`src/rtl/control_partida_if.sv`:
```
// Menu-to-round-controller link.
// The menu (master) drives its state code, level code and load strobe.
// The game field also drives the event pulses (tick, arrival, collision) through it.
// The round controller (slave) only reads these signals.
//   estado_in : menu state code (001..100 level select, 111 in game, 000 idle/finish)
//   nvl_in    : menu level code, valid while cn_in=1
//   cn_in     : one-cycle load strobe
//   tick      : one-cycle timebase pulse
//   llegada   : one-cycle pulse, frog reached the goal row
//   choque    : one-cycle pulse, frog collided or drowned
interface control_partida_if #(
  parameter int DATAWIDTH_ESTADO = 3,
  parameter int DATAWIDTH_NIVEL  = 2
);
  logic [DATAWIDTH_ESTADO-1:0] estado_in;
  logic [DATAWIDTH_NIVEL-1:0]  nvl_in;
  logic                        cn_in;
  logic                        tick;
  logic                        llegada;
  logic                        choque;

  modport master (
    output estado_in, nvl_in, cn_in, tick, llegada, choque
  );

  modport slave (
    input estado_in, nvl_in, cn_in, tick, llegada, choque
  );
endinterface

```
`src/rtl/control_partida.sv`:
```
// Game-round controller, responder side of the main-menu link.
// It arms on a level-select load strobe and starts play when the menu enters the
// in-game code. It then tracks lives, a per-life countdown and goal arrivals, and it
// raises the won/lost flags for the menu.
//   CP_CLOCK_50 : clock, rising edge
//   CP_RESET    : asynchronous active-low reset
//   menu        : menu/event inputs (slave modport)
//   CP_GANO     : round won (held until finish request/reset)
//   CP_PERDIO   : round lost (held until finish request/reset)
//   CP_RESPAWN  : one-cycle pulse, reposition frog
//   CP_ACTIVO   : high while playing or respawning
//   CP_NVL_OUT  : latched level
//   CP_VIDAS    : remaining lives
//   CP_TIEMPO   : remaining ticks for the current life
//   CP_LLEGADAS : arrivals this round
module control_partida #(
  parameter int DATAWIDTH_ESTADO = 3,
  parameter int DATAWIDTH_NIVEL  = 2,
  parameter int DATAWIDTH_TIEMPO = 8,
  parameter int VIDAS_INI        = 3,
  parameter int LLEGADAS_META    = 3,
  parameter int TIEMPO_BASE      = 60,
  parameter int TIEMPO_PASO      = 10
) (
  input  logic                        CP_CLOCK_50,
  input  logic                        CP_RESET,
  control_partida_if.slave            menu,
  output logic                        CP_GANO,
  output logic                        CP_PERDIO,
  output logic                        CP_RESPAWN,
  output logic                        CP_ACTIVO,
  output logic [DATAWIDTH_NIVEL-1:0]  CP_NVL_OUT,
  output logic [1:0]                  CP_VIDAS,
  output logic [DATAWIDTH_TIEMPO-1:0] CP_TIEMPO,
  output logic [2:0]                  CP_LLEGADAS
);

  localparam int TW = DATAWIDTH_TIEMPO;
  localparam int NW = DATAWIDTH_NIVEL;
  localparam int EW = DATAWIDTH_ESTADO;

  typedef enum logic [2:0] {
    IDLE,
    ARMADO,
    JUGANDO,
    RESPAWN,
    GANADO,
    PERDIDO
  } state_t;

  state_t          state, state_nx;
  logic [NW-1:0]   nvl_q, nvl_nx;
  logic [1:0]      vidas_q, vidas_nx;
  logic [TW-1:0]   tiempo_q, tiempo_nx;
  logic [2:0]      llegadas_q, llegadas_nx;

  logic            fin_req;
  logic            inicio_req;
  logic            pierde_vida;
  logic [TW-1:0]   recarga;

  function automatic logic [TW-1:0] tiempo_nivel(input logic [NW-1:0] n);
    return TW'(TIEMPO_BASE - TIEMPO_PASO * int'(n));
  endfunction

  assign fin_req    = menu.cn_in && (menu.estado_in == '0);
  assign inicio_req = menu.cn_in && (menu.estado_in != '0) && (menu.estado_in <= EW'(4));
  assign recarga    = tiempo_nivel(nvl_q);
  // A tick on the last remaining unit counts as a collision, so the timer never wraps.
  assign pierde_vida = menu.choque || (menu.tick && (tiempo_q == TW'(1)));

  always_ff @(posedge CP_CLOCK_50 or negedge CP_RESET) begin
    if (!CP_RESET) begin
      state      <= IDLE;
      nvl_q      <= '0;
      vidas_q    <= '0;
      tiempo_q   <= '0;
      llegadas_q <= '0;
    end else begin
      state      <= state_nx;
      nvl_q      <= nvl_nx;
      vidas_q    <= vidas_nx;
      tiempo_q   <= tiempo_nx;
      llegadas_q <= llegadas_nx;
    end
  end

  always_comb begin
    state_nx    = state;
    nvl_nx      = nvl_q;
    vidas_nx    = vidas_q;
    tiempo_nx   = tiempo_q;
    llegadas_nx = llegadas_q;

    if (fin_req) begin
      state_nx    = IDLE;
      nvl_nx      = '0;
      vidas_nx    = '0;
      tiempo_nx   = '0;
      llegadas_nx = '0;
    end else begin
      unique case (state)
        IDLE: begin
          if (inicio_req) begin
            state_nx    = ARMADO;
            nvl_nx      = menu.nvl_in;
            vidas_nx    = 2'(VIDAS_INI);
            llegadas_nx = '0;
            tiempo_nx   = tiempo_nivel(menu.nvl_in);
          end
        end
        ARMADO: begin
          if (menu.estado_in == '1) state_nx = JUGANDO;
        end
        JUGANDO: begin
          if (pierde_vida) begin
            if (vidas_q > 2'd1) begin
              vidas_nx  = vidas_q - 2'd1;
              tiempo_nx = recarga;
              state_nx  = RESPAWN;
            end else begin
              vidas_nx = '0;
              state_nx = PERDIDO;
            end
          end else if (menu.llegada) begin
            llegadas_nx = llegadas_q + 3'd1;
            if (llegadas_q + 3'd1 == 3'(LLEGADAS_META)) begin
              state_nx = GANADO;
            end else begin
              tiempo_nx = recarga;
              state_nx  = RESPAWN;
            end
          end else if (menu.tick) begin
            tiempo_nx = tiempo_q - TW'(1);
          end
        end
        RESPAWN: state_nx = JUGANDO;
        GANADO:  state_nx = GANADO;
        PERDIDO: state_nx = PERDIDO;
        default: state_nx = IDLE;
      endcase
    end
  end

  assign CP_GANO     = (state == GANADO);
  assign CP_PERDIO   = (state == PERDIDO);
  assign CP_RESPAWN  = (state == RESPAWN);
  assign CP_ACTIVO   = (state == JUGANDO) || (state == RESPAWN);
  assign CP_NVL_OUT  = nvl_q;
  assign CP_VIDAS    = vidas_q;
  assign CP_TIEMPO   = tiempo_q;
  assign CP_LLEGADAS = llegadas_q;

endmodule

```
`src/flat_wrapper.sv`:
```
// flat-port wrapper written by rule: the top's interface ports become plain ports
module control_partida_flat 
#(
  parameter int DATAWIDTH_ESTADO = 3,
  parameter int DATAWIDTH_NIVEL  = 2,
  parameter int DATAWIDTH_TIEMPO = 8,
  parameter int VIDAS_INI        = 3,
  parameter int LLEGADAS_META    = 3,
  parameter int TIEMPO_BASE      = 60,
  parameter int TIEMPO_PASO      = 10
)
  (CP_CLOCK_50, CP_RESET, CP_GANO, CP_PERDIO, CP_RESPAWN, CP_ACTIVO, CP_NVL_OUT, CP_VIDAS, CP_TIEMPO, CP_LLEGADAS, menu_estado_in, menu_nvl_in, menu_cn_in, menu_tick, menu_llegada, menu_choque);
  control_partida_if #(.DATAWIDTH_ESTADO(DATAWIDTH_ESTADO), .DATAWIDTH_NIVEL(DATAWIDTH_NIVEL)) menu_i ();
  input  logic CP_CLOCK_50;
  input  logic CP_RESET;
  output logic CP_GANO;
  output logic CP_PERDIO;
  output logic CP_RESPAWN;
  output logic CP_ACTIVO;
  output logic [DATAWIDTH_NIVEL-1:0] CP_NVL_OUT;
  output logic [1:0] CP_VIDAS;
  output logic [DATAWIDTH_TIEMPO-1:0] CP_TIEMPO;
  output logic [2:0] CP_LLEGADAS;
  input wire logic [$bits(menu_i.estado_in)-1:0] menu_estado_in;
  input wire logic [$bits(menu_i.nvl_in)-1:0] menu_nvl_in;
  input wire logic [$bits(menu_i.cn_in)-1:0] menu_cn_in;
  input wire logic [$bits(menu_i.tick)-1:0] menu_tick;
  input wire logic [$bits(menu_i.llegada)-1:0] menu_llegada;
  input wire logic [$bits(menu_i.choque)-1:0] menu_choque;
  assign menu_i.estado_in = menu_estado_in;
  assign menu_i.nvl_in = menu_nvl_in;
  assign menu_i.cn_in = menu_cn_in;
  assign menu_i.tick = menu_tick;
  assign menu_i.llegada = menu_llegada;
  assign menu_i.choque = menu_choque;
  control_partida #(.DATAWIDTH_ESTADO(DATAWIDTH_ESTADO), .DATAWIDTH_NIVEL(DATAWIDTH_NIVEL), .DATAWIDTH_TIEMPO(DATAWIDTH_TIEMPO), .VIDAS_INI(VIDAS_INI), .LLEGADAS_META(LLEGADAS_META), .TIEMPO_BASE(TIEMPO_BASE), .TIEMPO_PASO(TIEMPO_PASO)) u_core (.CP_CLOCK_50(CP_CLOCK_50), .CP_RESET(CP_RESET), .menu(menu_i), .CP_GANO(CP_GANO), .CP_PERDIO(CP_PERDIO), .CP_RESPAWN(CP_RESPAWN), .CP_ACTIVO(CP_ACTIVO), .CP_NVL_OUT(CP_NVL_OUT), .CP_VIDAS(CP_VIDAS), .CP_TIEMPO(CP_TIEMPO), .CP_LLEGADAS(CP_LLEGADAS));
endmodule
```
`config.mk`:
```
export PLATFORM = sky130hd
export DESIGN_NAME = control_partida_flat
export DESIGN_NICKNAME = d
export VERILOG_FILES = /design/src/rtl/control_partida_if.sv /design/src/rtl/control_partida.sv /design/src/flat_wrapper.sv
export SDC_FILE = /design/constraint.sdc
export NUM_CORES = 1
export LEC_CHECK = 0
export ABC_CLOCK_PERIOD_IN_PS = 2400
export CAP_MARGIN = 20
export CORE_MARGIN = 2
export CORE_UTILIZATION = 51
export CTS_CLUSTER_DIAMETER = 30
export CTS_CLUSTER_SIZE = 40
export DETAILED_ROUTE_END_ITERATION = 8
export PLACE_DENSITY = 0.8
export SYNTH_ARGS = -nofsm -noshare
export SYNTH_HDL_FRONTEND = slang
export SYNTH_SLANG_ARGS = --single-unit
```
`constraint.sdc`:
```
create_clock -name CP_CLOCK_50 -period 2.4 [get_ports CP_CLOCK_50]
set_input_delay 0.6 -clock CP_CLOCK_50 [delete_from_list [all_inputs] [get_ports CP_CLOCK_50]]
set_output_delay 0.6 -clock CP_CLOCK_50 [all_outputs]
set_load 0.1 [all_outputs]
```
==> results.json, run 1 <==
{
  "outcome": "finished clean",
  "synthTopCellsByArea": "dfrtp_1, ha_1, inv_1, nor2_1, nand2_1",
  "port_buffers": 29,
  "seq_area_frac_synth": 0.321,
  "worst_slack_ns": 0.0422,
  "dieHeight_um": 56.5,
  "critPathArrivalTime_ns": 2.56,
  "final_area_um2": 1980,
  "synth-edff-count": 0,
  "avgRoutedWirePerCell_um": 16.1,
  "clock_sinks": 18,
  "min_period_ns": 2.36,
  "post-route-period-util": 0.982,
  "fp.dieW_um": 56.5,
  "clk_latency_ns": 0.31,
  "drt_iter0_drc": 63,
  "drive_above_1_share": 0.406,
  "syn_inst": 150,
  "power_mw": 2.78,
  "grt_start_max_net_pins": 19,
  "globalRouteOverflowTotal": 0,
  "cts_setup_buffers": 0,
  "async_reset_ff_frac": 1.00,
  "place.detailed.hpwl_mm": 2.84,
  "antenna_found_initial": 0,
  "critPathRequiredTime_ns": 2.60,
  "first_pass_iters": 5,
  "fin_nets": 224,
  "path_clk_slew_ns": 0.11,
  "tns_ns": 0,
  "rows": 19,
  "worst_pin_slew_ns": 0.485,
  "rsz0062_at_grt": "yes",
  "routed_wl_mm": 3.76,
  "cts_max_level": 1,
  "synthDistinctLibCells": 51,
  "grt_pass1_vias": 1338,
  "yosys.area.top_type": "dfrtp_1",
  "cap_violations": 0,
  "ant_nets": 0,
  "ys.flop_type": "dfrtp_1",
  "startpoint": "menu_estado_in[1]",
  "yosysWarnings": 0,
  "coreArea_um2": 2690,
  "place.gp.congestion": 0.862,
  "vias_per_cell": 6.11,
  "max-vdd-ir-drop_mv": 1.39,
  "endpoint_kind": "flip-flop",
  "yosysMostFrequentCell": "dfrtp_1",
  "crit_end": "u_core.CP_TIEMPO[0]$_DFFE_PN0P_",
  "rr_worst_depth": 7,
  "setup_viol_count_final": 0,
  "max_clock_freq_mhz": 424,
  "cp_max_fo": 6,
  "root_buffer": "clkbuf_4",
  "cp-start-kind": "input pin",
  "r2r-end": "u_core.CP_TIEMPO[5]$_DFFE_PN0P_",
  "drc": 0,
  "r2r_setup_slack_ns": 0.19,
  "clock_skew_ns": 0.00228,
  "p_leak_nw": 0.880,
  "dp_worst_setup_slack_ns": -0.449,
  "cts_tree": "built",
  "syn_avg_cell_area_um2": 9.36,
  "initial_core_util": 0.523,
  "hold_path_class": "flip-flop to flip-flop",
  "place_area_um2": 1920,
  "synthesis.nets": 171,
  "synth_top_area_share": 0.321,
  "final_core_util": 0.738,
  "hold_viol_final": 0,
  "cellPowerDensity_nw_per_um2": 1400,
  "io_pins": 30,
  "numPlacedInstances": 229,
  "grt_pass1_wl_mm": 6.22,
  "diodes": 0,
  "stdcell_count": 233,
  "cts_max_path_buffers": 2,
  "maxSlewViolCount": 0,
  "vias": 1424,
  "path_class": "input pin to flip-flop",
  "synth-seq-cells": 18,
  "finalHoldWorstSlack_ns": 0.518,
  "netlist_area_um2": 1400,
  "numCtsBuffers": 3,
  "r2r_start": "u_core.CP_TIEMPO[0]$_DFFE_PN0P_",
  "slew_headroom": 0.668,
  "die-area_um2": 3190,
  "grtUsageTotal": 0.252,
  "area_growth_pct": 41.2,
  "synthTopCellsByCount": "dfrtp_1, inv_1, nor2_1"
}
## repair_timing
item / CTS / global route
setup endpoints to repair: 7 / 7
pin swaps: 0 / 0
resized for setup: 3 / 5
hold buffers: 0 / 0
## cell families (layout without fill, tap and decap cells)
kind of cell	Yosys count	in the layout	synth area share
adder cells (fa/ha/maj)	10	10	0.0891
buffers and inverters	16	68	0.0481
flip-flops	18	18	0.321
AO/OA/AOI/OAI	43	43	0.224
AND/OR/NAND/NOR	54	54	0.250
XOR/XNOR	3	3	0.0187
multiplexers	6	6	0.0490
## worst min-delay path by stage
stage / start / end / slack [ns] / depth (start not counted)
2_1_floorplan: CP_RESET / u_core.CP_LLEGADAS[0]$_DFFE_PN0P_ / 0.30 / 0
3_3_place_gp: u_core.CP_TIEMPO[7]$_DFFE_PN0P_ / u_core.CP_TIEMPO[7]$_DFFE_PN0P_ / 0.50 / 1
3_5_place_dp: u_core.CP_TIEMPO[7]$_DFFE_PN0P_ / u_core.CP_TIEMPO[7]$_DFFE_PN0P_ / 0.51 / 1
4_1_cts: u_core.CP_TIEMPO[7]$_DFFE_PN0P_ / u_core.CP_TIEMPO[7]$_DFFE_PN0P_ / 0.52 / 1
5_1_grt: u_core.CP_TIEMPO[7]$_DFFE_PN0P_ / u_core.CP_TIEMPO[7]$_DFFE_PN0P_ / 0.54 / 1
6_report: u_core.CP_TIEMPO[7]$_DFFE_PN0P_ / u_core.CP_TIEMPO[7]$_DFFE_PN0P_ / 0.52 / 1
## placed cells by master (no fill, tap or decap), drive strengths merged, types with 4 or more instances in the layout
| cell type | netlist | layout |
|---|---|---|
| a21oi | 7 | 7 |
| buf | 4 | 43 |
| clkbuf | 1 | 4 |
| clkdlybuf4s50 | 0 | 10 |
| dfrtp | 18 | 18 |
| ha | 10 | 10 |
| inv | 11 | 11 |
| mux2 | 4 | 4 |
| nand2 | 11 | 11 |
| nand3 | 4 | 4 |
| nor2 | 11 | 11 |
| nor3 | 7 | 7 |
| nor4 | 4 | 4 |
| o21ai | 8 | 8 |
## critical path: stages
cell and delay, ns:
clkdlybuf4s50_1 0.44, or4b_4 0.60, nand2_8 0.10, o41ai_2 0.07
or3_4 0.44, mux2_4 0.31
## report_power, final
part / switching (mW) / leakage [nW] / total (mW) / internal (mW)
sequential: 0.194 / 0.214 / 0.621 / 0.427
combinational: 1.29 / 0.645 / 1.96 / 0.662
clock: 0.107 / 0.0210 / 0.200 / 0.0927
## registers in the layout, summed over array words and instances (netlist names)
register / flops
u_core.CP_NVL_OUT: 2
u_core.CP_LLEGADAS: 3
u_core.CP_TIEMPO: 8
u_core.CP_VIDAS: 2
u_core.state: 3
## final cells by class
type / instances / area [um^2]
tap: 31 / 38.8
sequential: 18 / 468
inverter: 11 / 41.3
multi-input combinational: 116 / 937
clock buffer: 4 / 36.3
timing repair buffer: 53 / 460
fill: 201 / 704
## metal layers
metal  GRT usage  wire [um]  part of all wire  vias to the layer above
met1       0.329       1580              0.42                      675
li1            -          -                 -                      674
met5           0          0                 0                        -
met4       0.122         88             0.023                        0
met2       0.414       1860              0.49                       63
met3      0.0253        230             0.061                       12
(Power assumes the default switching activity.)
==> run 2: changes to the inputs <==
ABC_CLOCK_PERIOD_IN_PS = 2700   (was 2400)
CORE_UTILIZATION = 42   (was 51)
PLACE_DENSITY = 0.68   (was 0.8)
clock period = 2.7 ns   (was 2.4 ns; I/O delays follow)
==> run 2 against run 1 <==
Die area rose by 20%. Worst hold slack better by 0.0060 ns. First-iteration DRC count decreased by 13%. Cell count rose by 5.6%. Combinational power decreased by 15%. Non-clock buffer count did not move. Largest power group unchanged.
==> results.json, run 2 (synthesis results as in run 1) <==
{
  "cts_resized": 0,
  "final_cell_mix": "buf_4, dfrtp_1, inv_1, nor2_1",
  "hold_viol_final": 0,
  "root_buffer": "clkbuf_4",
  "cellPowerDensity_nw_per_um2": 1240,
  "critPathRequiredTime_ns": 2.90,
  "power_mw": 2.34,
  "ant_nets": 0,
  "diodes": 0,
  "coreArea_um2": 3130,
  "initial_core_util": 0.449,
  "vias_per_cell": 5.58,
  "path_clk_slew_ns": 0.12,
  "hold_path_class": "flip-flop to flip-flop",
  "rows": 20,
  "worst_pin_slew_ns": 0.575,
  "fin_nets": 224,
  "rsz0062_at_grt": "no",
  "dieHeight_um": 61.8,
  "die-area_um2": 3820,
  "switching_share": 0.588,
  "setup_viol_count_final": 0,
  "cap_violations": 0,
  "outcome": "finished clean",
  "startpoint": "menu_estado_in[1]",
  "place.detailed.hpwl_mm": 2.83,
  "r2r-end": "u_core.CP_TIEMPO[0]$_DFFE_PN0P_",
  "largest_reg_flops": 8,
  "final_common_cell": "buf_4",
  "slew_headroom": 0.614,
  "avgRoutedWirePerCell_um": 14.4,
  "first_pass_iters": 4,
  "rr_worst_depth": 5,
  "r2r_start": "u_core.CP_TIEMPO[4]$_DFFE_PN0P_",
  "seqPwrFrac": 0.228,
  "pwr-share-clk": 0.065,
  "cp-start-kind": "input pin",
  "max_clock_freq_mhz": 391,
  "numCtsBuffers": 3,
  "drive_above_1_share": 0.317,
  "grtUsageTotal": 0.204,
  "fillers": 281,
  "routed_wl_mm": 3.54,
  "vias": 1373,
  "cp_max_fo": 6,
  "antenna_found_initial": 0,
  "crit_end": "u_core.CP_TIEMPO[0]$_DFFE_PN0P_",
  "cts_tree": "built",
  "drc": 0,
  "clk_latency_ns": 0.30,
  "globalRouteOverflowTotal": 0,
  "grt_pass1_vias": 1218,
  "endpoint_kind": "flip-flop",
  "min_period_ns": 2.56,
  "maxSlewViolCount": 0,
  "clock_sinks": 18,
  "p_leak_nw": 0.867,
  "final_core_util": 0.604,
  "path_class": "input pin to flip-flop",
  "p_int_uw": 966,
  "cts_setup_buffers": 0,
  "cts_max_level": 1,
  "grt_pass1_wl_mm": 5.73,
  "switching_power_mw": 1.38,
  "fp.dieW_um": 61.8,
  "pwr-share-comb": 0.707,
  "grt_start_max_net_pins": 11,
  "max-vdd-ir-drop_mv": 0.748,
  "area_growth_pct": 34.6,
  "cts_max_path_buffers": 2,
  "place.gp.congestion": 0.837,
  "ctsHoldBuffers": 0,
  "critPathArrivalTime_ns": 2.76,
  "drt_iter0_drc": 55,
  "post-route-period-util": 0.948,
  "port_buffers": 29,
  "worstHoldPathCells": 2,
  "tns_ns": 0,
  "io_pins": 30,
  "r2r_setup_slack_ns": 0.42,
  "clock_skew_ns": 0.00230
}
## run 2: changes by cell type in the layout (fill, tap and decap cells not counted), moves of 2 or more
cell | before | now
buf_12 | 3 | 0
nor2_1 | 9 | 11
nor2_2 | 2 | 0
dfrtp_4 | 2 | 0
dfrtp_2 | 8 | 2
dfrtp_1 | 8 | 16
buf_4 | 40 | 43
## run 2: worst min path at each step
stage / startpoint / end / slack (ns)
floorplan: CP_RESET / u_core.CP_LLEGADAS[0]$_DFFE_PN0P_ / 0.38
global placement: u_core.CP_VIDAS[0]$_DFFE_PN0P_ / u_core.CP_VIDAS[0]$_DFFE_PN0P_ / 0.50
detailed placement: u_core.CP_VIDAS[0]$_DFFE_PN0P_ / u_core.CP_VIDAS[0]$_DFFE_PN0P_ / 0.50
CTS: u_core.CP_TIEMPO[7]$_DFFE_PN0P_ / u_core.CP_TIEMPO[7]$_DFFE_PN0P_ / 0.53
global route: u_core.CP_TIEMPO[7]$_DFFE_PN0P_ / u_core.CP_TIEMPO[7]$_DFFE_PN0P_ / 0.55
finish: u_core.CP_VIDAS[0]$_DFFE_PN0P_ / u_core.CP_VIDAS[0]$_DFFE_PN0P_ / 0.52
## run 2: per-stage QoR
stage                     instances  worst slack (ns)  hold slack [ns]  cell area (um^2)
after floorplan                 150            0.0728            0.379              1410
after global placement          242            -0.149            0.501              1860
after detailed placement        242            -0.187            0.504              1860
after CTS                       246             0.145            0.531              1890
after global routing            246            0.0991            0.549              1890
final                           246             0.141            0.524              1890
## run 2: cell type report
class	count	area (um^2)	share of cell area
flip-flops and latches	18	453	0.240
repair buffers	53	423	0.224
well taps	44	55.1	0.0291
multi-input cells	116	891	0.472
clock buffers	4	26.3	0.0139
inverters	11	41.3	0.0219
## run 2: per-layer routing
metal,vias to the layer above,track usage,routed length [um]
met2,39,0.314,1700
met4,0,0.0851,57
li1,666,-,-
met1,662,0.283,1620
met5,-,0,0
met3,6,0.0331,155
## run 2: critical path, cell delays in order
cell	delay [ns]
clkdlybuf4s50_1	0.41
or4b_1	0.65
nand2_8	0.13
o41ai_2	0.06
or3_1	0.50
mux2_4	0.33
## run 2: power by group through the flow
stage	clock network, mW	logic, mW	registers, mW
2_1_floorplan	0	0.745	1.02
3_3_place_gp	0	1.64	0.528
3_5_place_dp	0	1.66	0.536
4_1_cts	0.156	1.66	0.531
5_1_grt	0.172	1.77	0.555
6_report	0.152	1.66	0.535
